### src/rtl/diff_decoder_if.sv
// Handshake bundle for diff_decoder: accumulated-value input stream, resync strobe
// and the recovered-sample output stream.
interface diff_decoder_if;
    logic        SYNC;
    logic        IN_VALID;
    logic        IN_READY;
    logic [16:0] IN;
    logic        OUT_VALID;
    logic        OUT_READY;
    logic [15:0] OUT;
    logic        OVF;

    modport master (
        output SYNC, IN_VALID, IN, OUT_READY,
        input  IN_READY, OUT_VALID, OUT, OVF
    );

    modport slave (
        input  SYNC, IN_VALID, IN, OUT_READY,
        output IN_READY, OUT_VALID, OUT, OVF
    );
endinterface

### src/rtl/diff_decoder.sv
// Comb differentiator OUT = IN(n) - IN(n-M) mod 2^17; DIFF_SAT_EN adds 16-bit saturation + OVF.
// Latency: 1 cycle from accept to OUT_VALID; the first M accepts after reset/SYNC only prime history.
// Backpressure: IN_READY = !OUT_VALID || OUT_READY (one-entry output register, zero-bubble).
module diff_decoder #(
    parameter int M     = 1,
    parameter int IN_W  = 17,
    parameter int OUT_W = 16
) (
    input logic          CLK,
    input logic          NRST,
    diff_decoder_if.slave bus
);
    typedef enum logic {PRIME, RUN} state_t;

    state_t              state;
    logic [2:0]          cnt;
    logic [IN_W-1:0]     h [M];
    logic                out_vld_q;
    logic [OUT_W-1:0]    out_q;
    logic [IN_W-1:0]     d17;
    logic [OUT_W-1:0]    out_d;
    logic                accept;
    logic                xfer;

    assign bus.IN_READY  = !out_vld_q || bus.OUT_READY;
    assign accept        = bus.IN_VALID && bus.IN_READY;
    assign xfer          = out_vld_q && bus.OUT_READY;
    assign bus.OUT_VALID = out_vld_q;
    assign bus.OUT       = out_q;

    // Modular subtraction: accumulator wrap between the two samples cancels out.
    assign d17 = bus.IN - h[M-1];

`ifdef DIFF_SAT_EN
    logic ovf_d;
    logic ovf_q;

    assign ovf_d   = d17[IN_W-1] ^ d17[IN_W-2];
    assign out_d   = !ovf_d ? d17[OUT_W-1:0] :
                     (d17[IN_W-1] ? 16'h8000 : 16'h7FFF);
    assign bus.OVF = ovf_q;
`else
    logic unused_sign;

    assign unused_sign = d17[IN_W-1];
    assign out_d       = d17[OUT_W-1:0];
    assign bus.OVF     = 1'b0;
`endif

    always_ff @(posedge CLK or negedge NRST) begin
        if (!NRST) begin
            state     <= PRIME;
            cnt       <= '0;
            out_vld_q <= 1'b0;
            out_q     <= '0;
`ifdef DIFF_SAT_EN
            ovf_q     <= 1'b0;
`endif
            for (int k = 0; k < M; k++) begin
                h[k] <= '0;
            end
        end else if (bus.SYNC) begin
            // Resync wins over a same-cycle accept; that sample is dropped.
            state     <= PRIME;
            cnt       <= '0;
            out_vld_q <= 1'b0;
            for (int k = 0; k < M; k++) begin
                h[k] <= '0;
            end
        end else begin
            if (xfer) begin
                out_vld_q <= 1'b0;
            end
            if (accept) begin
                h[0] <= bus.IN;
                for (int k = 1; k < M; k++) begin
                    h[k] <= h[k-1];
                end
                case (state)
                    PRIME: begin
                        cnt <= cnt + 3'd1;
                        if (cnt == 3'(M - 1)) begin
                            state <= RUN;
                        end
                    end
                    RUN: begin
                        out_vld_q <= 1'b1;
                        out_q     <= out_d;
`ifdef DIFF_SAT_EN
                        ovf_q     <= ovf_d;
`endif
                    end
                    default: state <= PRIME;
                endcase
            end
        end
    end
endmodule
### src/flat_wrapper.sv
// flat-port wrapper written by rule: the top's interface ports become plain ports
module diff_decoder_flat 
#(
    parameter int M     = 1,
    parameter int IN_W  = 17,
    parameter int OUT_W = 16
)
  (CLK, NRST, bus_SYNC, bus_IN_VALID, bus_IN, bus_OUT_READY, bus_IN_READY, bus_OUT_VALID, bus_OUT, bus_OVF);
  diff_decoder_if bus_i ();
  input logic CLK;
  input logic NRST;
  input wire logic [$bits(bus_i.SYNC)-1:0] bus_SYNC;
  input wire logic [$bits(bus_i.IN_VALID)-1:0] bus_IN_VALID;
  input wire logic [$bits(bus_i.IN)-1:0] bus_IN;
  input wire logic [$bits(bus_i.OUT_READY)-1:0] bus_OUT_READY;
  output wire logic [$bits(bus_i.IN_READY)-1:0] bus_IN_READY;
  output wire logic [$bits(bus_i.OUT_VALID)-1:0] bus_OUT_VALID;
  output wire logic [$bits(bus_i.OUT)-1:0] bus_OUT;
  output wire logic [$bits(bus_i.OVF)-1:0] bus_OVF;
  assign bus_i.SYNC = bus_SYNC;
  assign bus_i.IN_VALID = bus_IN_VALID;
  assign bus_i.IN = bus_IN;
  assign bus_i.OUT_READY = bus_OUT_READY;
  assign bus_IN_READY = bus_i.IN_READY;
  assign bus_OUT_VALID = bus_i.OUT_VALID;
  assign bus_OUT = bus_i.OUT;
  assign bus_OVF = bus_i.OVF;
  diff_decoder #(.M(M), .IN_W(IN_W), .OUT_W(OUT_W)) u_core (.CLK(CLK), .NRST(NRST), .bus(bus_i));
endmodule
### config.mk
export PLATFORM = sky130hd
export DESIGN_NAME = diff_decoder_flat
export DESIGN_NICKNAME = d
export VERILOG_FILES = /design/src/rtl/diff_decoder_if.sv /design/src/rtl/diff_decoder.sv /design/src/flat_wrapper.sv
export SDC_FILE = /design/constraint.sdc
export NUM_CORES = 1
export LEC_CHECK = 0
export CORE_UTILIZATION = 40
export CTS_CLUSTER_DIAMETER = 120
export CTS_CLUSTER_SIZE = 28
export DETAILED_ROUTE_END_ITERATION = 12
export GPL_ROUTABILITY_DRIVEN = 0
export PLACE_DENSITY = 0.69
export SETUP_SLACK_MARGIN = 0.2
export SYNTH_ARGS = -nofsm -noshare
export SYNTH_HDL_FRONTEND = slang
export SYNTH_SLANG_ARGS = --single-unit
### constraint.sdc
create_clock -name CLK -period 2.35 [get_ports CLK]
set_input_delay 0.47 -clock CLK [delete_from_list [all_inputs] [get_ports CLK]]
set_output_delay 0.47 -clock CLK [all_outputs]
set_load 0.01 [all_outputs]
* Word level (Yosys, flattened, before mapping) *
Index checks and enable logic that the tools add are counted.
W data, S select, Z words.

operators by class
  mux-type cells = 13
  equal/unequal tests = 1
  reduce and logical (&&, ||, !) cells = 8
  add/subtract/negate cells = 2
  bitwise gates (word level) = 1

operators by type and width
  operator               count
  $mux W16               2
  $sub A16 B16 Y16       1
  $mux W3                3
  $mux W1                8
  $add A3 B1 Y3 const B  1
  $logic_not A3 Y1       1
  $reduce_and A3 Y1      1
  $logic_and A1 B1 Y1    2
  $ne A2 B2 Y1 const B   1
  $reduce_and A2 Y1      1
  $reduce_bool A2 Y1     1
  $logic_not A1 Y1       1
  $logic_or A1 B1 Y1     1
  $not A1 Y1             1

word-level totals
  word-level logic and storage cells = 30
  output and inout bits = 19
  bits in registers = 37

* Logic depth before layout (Yosys ltp) *
  word-level depth = 5
  gate-level depth with buffers = 8
  depth with buffers taken out = 8

* Least setup slack after synthesis *
OpenSTA, ideal clock, no wires.

  path kind = input to register
  start = input port bus_IN[0]
  end = register u_core.out_q[12] (netlist: u_core.bus.OUT[12])
  library setup time = 0.069 ns
  path buffers = 0
  path slack = 0.188 ns
  arrival time = 2.093 ns
  stages on the path = 8
  cells stage by stage = inv_1 -> ha_1 -> fa_1 -> nor2b_1 -> o211ai_2 -> and3_1 -> or4_1 -> nand3_1

on the way
  word-level cells in the longest chain between the ends = 1

RTL lines
  element                 line                RTL
  start: declaration      flat_wrapper.sv:14  input wire logic [$bits(bus_i.IN)-1:0] bus_IN;
  $sub A16 B16 Y16        diff_decoder.sv:32  assign d17 = bus.IN - h[M-1];
  end signal: assignment  diff_decoder.sv:88  out_q <= out_d;
  end: declaration        diff_decoder.sv:19  logic [OUT_W-1:0] out_q;

No other way between the ends.
A chain may end at the register's enable or synchronous reset.

* Worst setup path after layout *
  start = input port bus_IN[6]
  end = register u_core.out_q[14] (netlist: u_core.bus.OUT[14])

Same word-level chain as after synthesis.

==> flow_summary.yaml <==
outcome:
  status: "finished clean"
min_path:
  hp-class: "in2async"
timing:
  maxSlewViolCount: 0
  finalCritPeriodShare_pct: 90.2
  skew_ns: 0.00900
  relSlewSlack_pct: 44.4
  fmax_mhz: 472
  fin_ws_ns: 0.231
  final.min_clock_period_ns: 2.12
  worst_pin_slew_ns: 0.834
  rsz0062_at_grt: "true"
  finalSetupViolCount: 0
  finalHoldViolCount: 0
  hold_ws_ns: 0.265
  timing.setup.tns_ns: 0
yosys:
  synth_edf_count: 0
  yosys.area.top_type: "dfrtp_1"
  synth.cell_area_sq_um: 2330
  synth_top_family_by_area: "compound AO/OA/AOI/OAI gates"
  yosys_warnings: 0
  synth_xor_area_share_pct: 3.39
  synthArstFlopShare_pct: 100
  synth_area_leaders: "dfrtp_1, ha_1, nand2_1"
  synth_nets: 315
  yosysSeqAreaShare_pct: 39.8
  synth-compound-area-share_pct: 20.3
  yosys.area_share.simple_pct: 19.5
  ys.flop_type: "dfrtp_1"
  ys_types: 48
  synthMuxAreaShare_pct: 1.72
  synth_cells: 275
  ys_ff_latch: 37
  synth_fa_ha_area_share_pct: 9.99
  synth.top_cell.area_share_pct: 39.8
  synth.avg_cell_area_sq_um: 8.47
clock_network:
  clk_pin_slew_ns: 0.08
  clock_latency_ns: 0.30
  cts_buffers: 5
  clock-sinks: 37
  cts-root-buf: "clkbuf_8"
  h-tree-depth: 2
  max-clock-path-buffers: 2
  cts_tree: "yes"
  holdBufCountCts: 0
finish:
  multiInputGateArea_sq_um: 1440
  seqCellArea_sq_um: 926
  area_delta_synth_final_pct: 46.6
  final_nets: 404
  drive_gt1_share_pct: 24.7
  final_core_util_pct: 61.2
  diodes: 0
  fillers: 505
placement:
  hpwl_mm: 4.23
  port-buffer-count: 38
  place_ws_ns: -0.306
setup_path:
  cp_slowest_cell: "clkdlybuf4s50_1"
  crit_buf_inv: 1
  ff2ff_path_depth: 7
  crit_fanout: 2
  critical_path.endpoint_type: "flop"
  arrival_ns: 2.31
  crit_family: "compound AO/OA/AOI/OAI gates"
  endpoint: "u_core.bus.OUT[14]$_DFFE_PN0P_"
  worstReg2RegStart: "u_core.h[0]$_DFFE_PN0P_"
  r2r-end: "u_core.bus.OUT[12]$_DFFE_PN0P_"
  cpPeakStageDelay_ns: 0.48
  path_cells: "clkdlybuf4s50_1, ha_4, a21oi_2, o21ai_2, a41o_1, or4_1, a31o_1"
  required_ns: 2.54
  cp-start-kind: "input pin"
  cp.depth: 7
  critPathKind: "in2reg"
  startpoint: "bus_IN[6]"
  ff2ff_setup_slack_ns: 0.34
floorplan:
  start_util_pct: 41.8
  ios: 41
  rows: 27
  dieWidth_um: 78.3
  die_h_um: 78.3
  core-area_sq_um: 5570
  die_area_sq_um: 6130
global_route:
  grt_util_met1_pct: 26.1
  top_usage_layer: "met2"
  grt_use_met3_pct: 4.07
  grt-ovfl-total: 0
  grt_max_degree: 38
  grt_pass1_wl_mm: 9.89
  grt_util_met2_pct: 35.2
  grtUsageTotal_pct: 20.9
  antenna_found_initial: 0
  grt_pass1_vias: 2190
detailed_routing:
  routed_via_density: 5.11
  drc: 0
  wl_per_cell_um: 14.0
  vias: 2235
  routed_wl_mm: 6.13
  firstDrtPassIters: 4
  drt_iter0_drc: 147
  antenna_left: 0
power_and_ir_drop:
  irDropWorstVdd_mv: 0.314
  leakage_nw: 1.59
  p_comb_share_pct: 41.1
  switchingPower_mw: 0.710
  switching_share_pct: 32.6
  p_seq_share_pct: 38.6
  cellPowerDensity_nw_per_um2: 638
  p_int_mw: 1.47
  clkPwrFrac_pct: 20.3
  p_total_mw: 2.18
job:
  maxCapViolations: 0
[area by class of cell]
cell class                 count  area share (%)
sequential                    37            27.1
tap                           72            2.64
clock inverter                 2           0.293
inverter                      22            2.42
clock buffer                   6            2.13
timing repair buffer          91            23.1
multi-input combinational    207            42.3
[metrics by stage]
stage | instance area (sq um) | std cells
CTS | 3250 | 435
finish | 3410 | 437
detailed placement | 3110 | 422
global placement | 3110 | 422
floorplan | 2340 | 275
global route | 3410 | 437
[worst min path at each step]
stage	startpoint	to	slack, ns	cells after the start
6_report	NRST	u_core.bus.OUT[6]$_DFFE_PN0P_	0.26	1
5_1_grt	NRST	u_core.bus.OUT[6]$_DFFE_PN0P_	0.33	1
4_1_cts	NRST	u_core.bus.OUT[6]$_DFFE_PN0P_	0.31	1
3_5_place_dp	u_core.bus.OUT[9]$_DFFE_PN0P_	u_core.bus.OUT[9]$_DFFE_PN0P_	0.47	2
3_3_place_gp	u_core.bus.OUT[0]$_DFFE_PN0P_	u_core.bus.OUT[0]$_DFFE_PN0P_	0.46	2
2_1_floorplan	NRST	u_core.bus.OUT[0]$_DFFE_PN0P_	0.17	0
[cells in the final DEF, fill, tap and decap left out, types with 6 or more instances in the layout]
cell type and instances:
a21oi_1 25, a21oi_2 6, buf_4 53, clkdlybuf4s50_1 28
dfrtp_1 37, dlymetal6s2s_1 7, ha_1 8, ha_4 8
inv_1 22, nand2_1 56, nor2_1 15, o21ai_0 17
[worst register-to-register path, delay by kind of cell, from the launching register on]
family                   cells  cell delay (ns)
AO/OA/AOI/OAI                1             0.12
AND/OR/NAND/NOR              4             0.87
adder cells (fa/ha/maj)      2             0.55
flip-flops                   1             0.39
[state kept, by name, summed over array words and instances (netlist names)]
signal,flops
u_core.h,16
u_core.cnt,3
u_core.bus.OUT,16
u_core.state,1
u_core.bus.OUT_VALID,1
[power by group through the flow]
stage,registers [mW],clock network (mW),logic (mW)
2_1_floorplan,0.895,0,0.336
3_3_place_gp,0.845,0,0.810
3_5_place_dp,0.856,0,0.822
4_1_cts,0.842,0.459,0.846
5_1_grt,0.860,0.484,0.986
6_report,0.839,0.442,0.895
[Yosys cell counts (5+ instances only)]
| master | instances |
|---|---|
| xor2_1 | 5 |
| nor2_1 | 15 |
| dfrtp_1 | 37 |
| nand2_1 | 56 |
| inv_1 | 22 |
| a21oi_1 | 29 |
| clkbuf_1 | 6 |
| o21ai_0 | 18 |
| ha_1 | 17 |
[metal layers]
| metal | routed length, um | part of all wire [%] |
|---|---|---|
| met1 | 2680 | 44 |
| met2 | 3060 | 50 |
| met3 | 269 | 4.4 |
| met4 | 110 | 1.8 |
| met5 | 0 | 0 |
[kinds of logic after synthesis]
group | Yosys count
buffers and inverters | 31
muxes | 4
and+or+nand+nor | 100
xor gates and xnor gates | 9
AOI/OAI and AO/OA | 75
adders and majority gates | 18
other | 1
DFF | 37
[timing repair]
item / in CTS / in global routing
resized for setup: 6 / 25
hold endpoints to repair: 0 / 0
endpoints found under the setup margin: 6 / 11
setup buffers: 5 / 2
pin swaps: 5 / 5
Power figures use the tool's default switching activity.
